==> src/rtl/zfetch.sv <==
// zfetch: depth-fetch stage between the rasterizer and ztest. Each accepted pixel
// issues one Avalon read of its stored depth and waits in a FIFO for that depth.
module zfetch #(
  parameter int ADDR_W       = 26,
  parameter int PENDING      = 4,
  parameter int DEPTH_OFFSET = 4
) (
  input  logic              clock,
  input  logic              reset,
  input  logic              in_valid,
  output logic              in_ready,
  input  logic [ADDR_W-1:0] in_addr,
  input  logic [31:0]       in_color,
  input  logic [31:0]       in_depth,
  input  logic              in_done,
  input  logic              stall_in,
  output logic              out_valid,
  output logic [ADDR_W-1:0] out_addr,
  output logic [31:0]       out_color,
  output logic [31:0]       out_old_depth,
  output logic [31:0]       out_new_depth,
  output logic              out_done,
  output logic              err,
  output logic [ADDR_W-1:0] master_address,
  output logic              master_read,
  output logic              master_write,
  output logic [3:0]        master_byteenable,
  output logic [31:0]       master_writedata,
  input  logic [31:0]       master_readdata,
  input  logic              master_readdatavalid,
  input  logic              master_waitrequest,
  output logic              fsm_state
);

  // Handshakes: a pixel transfers on a rising edge with in_valid && in_ready, and
  // in_ready never looks at in_valid. A read is accepted by the slave on an edge with
  // master_read && !master_waitrequest. Read data returns in order and cannot be
  // back-pressured, so every readdatavalid is consumed on the edge it is seen.

  localparam int PTR_W = $clog2(PENDING);
  localparam int CNT_W = PTR_W + 1;

  typedef enum logic {
    S_IDLE = 1'b0,
    S_REQ  = 1'b1
  } state_t;

  state_t            state;
  logic [PTR_W-1:0]  wr_ptr;
  logic [PTR_W-1:0]  rd_ptr;
  logic [CNT_W-1:0]  count;

  logic [ADDR_W-1:0] q_addr  [PENDING];
  logic [31:0]       q_color [PENDING];
  logic [31:0]       q_depth [PENDING];
  logic              q_done  [PENDING];

  logic push;
  logic pop;
  logic stray;

  assign in_ready = (state == S_IDLE) && !stall_in && (count < CNT_W'(PENDING));
  assign push     = in_valid && in_ready;
  assign pop      = master_readdatavalid && (count != '0);
  assign stray    = master_readdatavalid && (count == '0);

  assign master_write      = 1'b0;
  assign master_byteenable = 4'hF;
  assign master_writedata  = 32'd0;
  assign fsm_state         = state;

  // Request FSM: one read per accepted pixel; address and read stay put until the
  // slave drops waitrequest.
  always_ff @(posedge clock or negedge reset) begin
    if (!reset) begin
      state          <= S_IDLE;
      master_read    <= 1'b0;
      master_address <= '0;
    end else begin
      case (state)
        S_IDLE: begin
          if (push) begin
            master_address <= in_addr + ADDR_W'(DEPTH_OFFSET);
            master_read    <= 1'b1;
            state          <= S_REQ;
          end
        end
        S_REQ: begin
          if (!master_waitrequest) begin
            master_read <= 1'b0;
            state       <= S_IDLE;
          end
        end
        default: state <= S_IDLE;
      endcase
    end
  end

  always_ff @(posedge clock or negedge reset) begin
    if (!reset) begin
      wr_ptr <= '0;
      rd_ptr <= '0;
      count  <= '0;
    end else begin
      if (push) wr_ptr <= wr_ptr + PTR_W'(1);
      if (pop)  rd_ptr <= rd_ptr + PTR_W'(1);
      case ({push, pop})
        2'b10:   count <= count + CNT_W'(1);
        2'b01:   count <= count - CNT_W'(1);
        default: count <= count;
      endcase
    end
  end

  // Payload storage needs no reset: an entry is only read after it was written.
  always_ff @(posedge clock) begin
    if (push) begin
      q_addr[wr_ptr]  <= in_addr;
      q_color[wr_ptr] <= in_color;
      q_depth[wr_ptr] <= in_depth;
      q_done[wr_ptr]  <= in_done;
    end
  end

  always_ff @(posedge clock or negedge reset) begin
    if (!reset) begin
      out_valid     <= 1'b0;
      out_addr      <= '0;
      out_color     <= '0;
      out_old_depth <= '0;
      out_new_depth <= '0;
      out_done      <= 1'b0;
      err           <= 1'b0;
    end else begin
      out_valid <= pop;
      if (pop) begin
        out_addr      <= q_addr[rd_ptr];
        out_color     <= q_color[rd_ptr];
        out_old_depth <= master_readdata;
        out_new_depth <= q_depth[rd_ptr];
        out_done      <= q_done[rd_ptr];
      end
      // A return with nothing pending is dropped but remembered until reset.
      if (stray) err <= 1'b1;
    end
  end

  a_count_bound: assert property (@(posedge clock) disable iff (!reset)
    count <= CNT_W'(PENDING));

  a_req_hold: assert property (@(posedge clock) disable iff (!reset)
    (master_read && master_waitrequest) |=> (master_read && $stable(master_address)));

endmodule

==> config.mk <==
export PLATFORM = sky130hd
export DESIGN_NAME = zfetch
export DESIGN_NICKNAME = d
export VERILOG_FILES = /design/src/rtl/zfetch.sv
export SDC_FILE = /design/constraint.sdc
export NUM_CORES = 1
export LEC_CHECK = 0
export BUFFER_PORTS_ARGS = -buffer_cell sky130_fd_sc_hd__buf_4
export CORE_MARGIN = 1.5
export CORE_UTILIZATION = 60
export DETAILED_ROUTE_END_ITERATION = 8
export GPL_TIMING_DRIVEN = 0
export HOLD_SLACK_MARGIN = 0.06
export PLACE_DENSITY_LB_ADDON = 0.25
export SLEW_MARGIN = 20
export SYNTH_ARGS = -nofsm -noshare
export SYNTH_HDL_FRONTEND = slang
export SYNTH_SLANG_ARGS = --single-unit
==> constraint.sdc <==
create_clock -name clock -period 6 [get_ports clock]
set_input_delay 1.2 -clock clock [delete_from_list [all_inputs] [get_ports clock]]
set_output_delay 1.2 -clock clock [all_outputs]
set_load 0.01 [all_outputs]
Yosys cells after proc, flatten, opt, wreduce, memory -nomap -nowiden. Memory sizes are Yosys's and may differ from the RTL's. A register that Yosys moved wholly into a read port is not among the register bits. Index checks and enable logic that the tools add are counted.

Add/subtract/negate cells: 5. Mux-type cells: 8. Eq/ne operators: 4. Div/mod/pow operators: 0. Reduce and logical (&&, ||, !) cells: 15. Shifts and indexed selects: 0. $lt $le $gt $ge: 1. Multipliers: 0. Bitwise logic cells: 1.

Operator list (number): $add A26 B3 Y26 const B (1); $pmux W3 S2 (1); $logic_and A1 B1 Y1 (5); $logic_not A1 Y1 (5); $mux W1 (5); $add A2 B1 Y2 const B (2); $ne A2 B2 Y1 const B (2); $pmux W1 S2 (2); $reduce_and A2 Y1 (2); $add A3 B1 Y3 const B (1); $logic_not A3 Y1 (1); $lt A3 B3 Y1 const B (1); $reduce_bool A3 Y1 (1); $sub A3 B1 Y3 const B (1); $eq A2 B1 Y1 const B (1); $eq A2 B2 Y1 const B (1); $reduce_bool A2 Y1 (1); $not A1 Y1 (1).

Input bits: 129. RAM bits: 364. Memories: 4. Logic and storage cells: 47. Bits in latches: 0. ROM bits: 0. Flip-flop bits (word level): 69. Output and inout port bits: 191.

Memories: q_color (depth 4, bits a word 32, rd ports 1, clocked after memory_dff 1, wr ports 1, RTL line 54) `logic [31:0] q_color [PENDING];`; q_depth (depth 4, bits a word 32, rd ports 1, clocked after memory_dff 1, wr ports 1, RTL line 55) `logic [31:0] q_depth [PENDING];`; q_addr (depth 4, bits a word 26, rd ports 1, clocked after memory_dff 1, wr ports 1, RTL line 53) `logic [ADDR_W-1:0] q_addr [PENDING];`; q_done (depth 4, bits a word 1, rd ports 1, clocked after memory_dff 1, wr ports 1, RTL line 56) `logic q_done [PENDING];`.

Longest topological paths before layout.
Word-level depth: 6. Depth in mapped cells: 13. Gate-level depth less buffers: 9.

Least setup slack after synthesis. No wires, ideal clock.

Kind: input to register. Start: input port stall_in. End: memory q_addr[0][0], enable pin. Setup slack: 1.558 ns. Data arrival time: 3.982 ns. Data required time: 5.540 ns. Library setup time: 0.460 ns. Path buffers: 1. Cell stages on the path: 3. Path through: nor4b_4 buf_4 and2_1.

Word-level cells in the longest chain between the ends: 6.

RTL lines: start, declared (RTL line 16) `input logic stall_in,`; $logic_not A1 Y1 (RTL line 62) `assign in_ready = (state == S_IDLE) && !stall_in && (count < CNT_W'(PENDING));`; $logic_and A1 B1 Y1 (2 in series) (RTL line 62); $logic_and A1 B1 Y1 (RTL line 63) `assign push = in_valid && in_ready;`; $mux W1 (RTL line 117) `if (push) begin`; $mux W1 (implied by the code) (RTL line 118) `q_addr[wr_ptr] <= in_addr;`; end, declared (RTL line 53).

No other way between the ends.

Worst setup path after layout.
Start: input port master_readdatavalid. End: register count[2].

Word-level cells in the longest chain between the ends: 3. Elaborated cells between the ends (all ways): 5. Classes of those cells: eq/ne (2); mux (1); reduce/logical (2).

RTL lines: start, declared (RTL line 30) `input logic master_readdatavalid,`; $logic_and A1 B1 Y1 * (RTL line 64) `assign pop = master_readdatavalid && (count != '0);`; net pop (RTL line 59) `logic pop;`; $eq A2 B1 Y1 / $eq A2 B2 Y1 (equally long branches) (RTL line 107) `case ({push, pop})`; $pmux W3 S2 / $reduce_bool A2 Y1 (equally long branches); end signal, assigned (RTL line 108) `2'b10: count <= count + CNT_W'(1);`; end signal, assigned (RTL line 109) `2'b01: count <= count - CNT_W'(1);`; end signal, assigned (RTL line 110) `default: count <= count;`; end, declared (RTL line 51) `logic [CNT_W-1:0] count;`.

Mark *: on every way through the listed nets, which the timed path passes. The rest lies on a longest branch. A chain may end at the register's enable or synchronous reset.

==> flow_metrics.tcl <==
set metrics [dict create \
    synthTopCellsByArea "edfxtp_1, dfrtp_1, mux4_2" \
    cts_max_path_buffers 3 \
    drt_wl_total_um 42000 \
    grt_use_total 0.251 \
    synth.distinct_cells 39 \
    routed-wl-met3_um 2880 \
    top_layer "met5" \
    antenna_found_initial 1 \
    start_util 0.609 \
    cts_sinks 524 \
    grt_max_degree 90 \
    grt_first_pass_wirelength_um 63400 \
    max_stage_delay_ns 0.38 \
    tightest_slew_ns 0.943 \
    synth-main-ff-cell "edfxtp_1" \
    synthMuxAreaShare 0.156 \
    post-route-util 0.760 \
    core_um2 32500 \
    hold_path_startpoint "out_old_depth[27]" \
    synth_compound_area_frac 0.0103 \
    fmax_mhz 304 \
    timing.hold.ws_ns 0.476 \
    slew_headroom 0.371 \
    critPathRequiredTime_ns 6.46 \
    cts_setup_buffers 0 \
    yosysMostFrequentCell "edfxtp_1" \
    post-place-ws_ns 2.17 \
    timing.final.ws_setup_ns 2.71 \
    numCtsBuffers 51 \
    vias 10600 \
    crit_chain "buf_4 -> nand2b_1 -> buf_2 -> inv_2 -> buf_2 -> buf_2 -> buf_2 -> ha_1 -> inv_1 -> fa_1 -> xor2_1 -> nor2_1 -> xor2_1" \
    via_per_inst 5.55 \
    cts_tree "yes" \
    drv_cap 0 \
    netlist_area_um2 19800 \
    irDropWorstVdd_uv 293 \
    yosys.area_share.simple 0.0411 \
    synth_xor_area_frac 0.00751 \
    avgSynthCellArea_um2 19.0 \
    skew_ns 0.0297 \
    first_global_vias 11100 \
    routedWlPerCell_um 22.0 \
    synth_area_leader_cell "edfxtp_1" \
    path_buf_inv 7 \
    rsz0062_at_grt "no" \
    fin_crit_sh 0.549 \
    die_area_um2 34100 \
    outcome "completed" \
    insertion_delay_ns 0.56 \
    synth_top_family_by_area "multiplexers" \
    leakage_uw 0.00956 \
    final_max_slew_viol_count 0 \
    setup_viol 0 \
    crit_type "in2reg" \
    rr_startpoint "count[2]" \
    hold_violations 0 \
    slowest_stage "fa_1" \
    syn2layout_area_growth_pct 24.6 \
    crit_top_cell "buf_2" \
    hpwlAfterDp_um 25900 \
    die_h_um 185 \
    drc 0 \
    routabilityCongestion 0.755 \
    grt-ovfl-total 0 \
    postCtsResizedCells 0 \
    cts-root-buf "clkbuf_16" \
    cp.arrival_ns 3.75 \
    hold_buffers 0 \
    die_x_um 185 \
    io_pins 320 \
    crit_path_start "master_readdatavalid" \
    cts_max_level 2 \
    post-route-min-period_ns 3.29 \
    port_buffers 282 \
    worst_setup_path_end_kind "register" \
    ys_seq_area_frac 0.753 \
    ant_nets 0 \
    worstHoldPathType "reg2reg" \
    ys_seq_elements 524 \
    critPathTopFamily "buffers and inverters" \
    async_flop_share 0.305 \
    power.density_nw_per_um2 471 \
    yosys_warnings 0 \
    synth_edf_count 364 \
    yosysTopAreaCellShare 0.551 \
    nets 1561 \
    drive_gt1_frac 0.425 \
    wl_met1_um 16100 \
    clkTransAtPathRegs_ns 0.06 \
    synth_adder_area_share 0.00480 \
    drt-pass1-iter-count 5 \
    wl_met2_um 21900 \
    fp-row-count 66 \
    synth_commonest_cells "edfxtp_1, dfrtp_1, nand2_1" \
    synthesis.instances 1046 \
    path_max_fanout 11 \
    drt_iter0_drc 637 \
    start_kind "input port" \
]
==> cells by family after synthesis <==
family | Yosys count
AOI/OAI and AO/OA | 34
and+or+nand+nor | 184
other | 2
muxes | 183
buffers and inverters | 95
adders and majority gates | 7
xor gates and xnor gates | 17
DFF | 524
==> cell type report <==
class / instances / area (um^2)
well taps: 442 / 553
inverters: 13 / 48.8
plain buffers: 82 / 490
multi-input cells: 462 / 4500
clock buffers: 58 / 1340
repair buffers: 291 / 2330
fillers: 1878 / 7820
flip-flops and latches: 524 / 14900
diodes: 2 / 5.00
clock inverters: 38 / 508
==> worst min-delay path, cell delays in order, from the launching register on <==
cell     delay, ns
dfrtp_1       0.34
nand2_1       0.05
nand2_1       0.05
==> metal layers <==
layer,global-route usage,up-vias
met5,0.00741,-
met2,0.429,339
met1,0.315,5492
met4,0.0816,2
met3,0.0643,87
li1,-,4692
==> through the flow <==
stage	power [uW]	std cells	cell area, um^2	TNS (ns)
after global routing	12200	1911	24700	0
after CTS	11800	1910	24700	0
after global placement	8150	1805	22600	-203.07
final	11600	1912	24700	0
after detailed placement	8260	1814	22900	0
after floorplan	6790	1081	20000	0
==> report_power, final <==
| group | internal, uW | leakage (uW) | switching (uW) |
|---|---|---|---|
| Clock | 2100 | 0.000894 | 1340 |
| Combinational | 1720 | 0.00349 | 1560 |
| Sequential | 4570 | 0.00518 | 354 |
==> registers in the layout, summed over array words and instances (netlist names), 3 cells and up <==
| signal | flops |
|---|---|
| count | 3 |
| master_address | 26 |
| out_addr | 26 |
| out_color | 32 |
| out_new_depth | 32 |
| out_old_depth | 32 |
| q_addr | 104 |
| q_color | 128 |
| q_depth | 128 |
| q_done | 4 |
==> cell usage in the layout, fill, tap and decap left out, types with 3 or more instances in the layout <==
master,count
a21oi_1,4
a31oi_1,7
and2_4,4
and3_1,3
buf_12,5
buf_16,4
buf_2,14
buf_4,319
buf_6,3
bufinv_16,11
clkbuf_1,29
clkbuf_16,52
clkinv_1,6
clkinv_2,8
clkinv_4,3
clkinvlp_4,5
conb_1,37
dfrtp_1,160
edfxtp_1,364
ha_1,6
inv_1,12
inv_6,4
mux2_2,91
mux4_2,91
nand2_1,127
nand3_1,11
nor2_1,14
nor3_1,5
o211ai_1,3
o21ai_0,15
or3_1,5
or4_1,5
xnor2_1,13
xor2_1,4
==> path summary, 6_finish.rpt <==
kind                                     end  cells past startpoint  slack (ns)
max                                 count[2]                     13        2.71
min                        out_old_depth[27]                      2        0.48
max reg2reg                         count[2]                     13        2.77
max in group asynchronous  out_old_depth[16]                      2        4.44
min in group asynchronous      out_color[24]                      1        0.62
min reg2reg                out_old_depth[27]                      2        0.48
No activity file was read; power rests on OpenSTA's default activity.
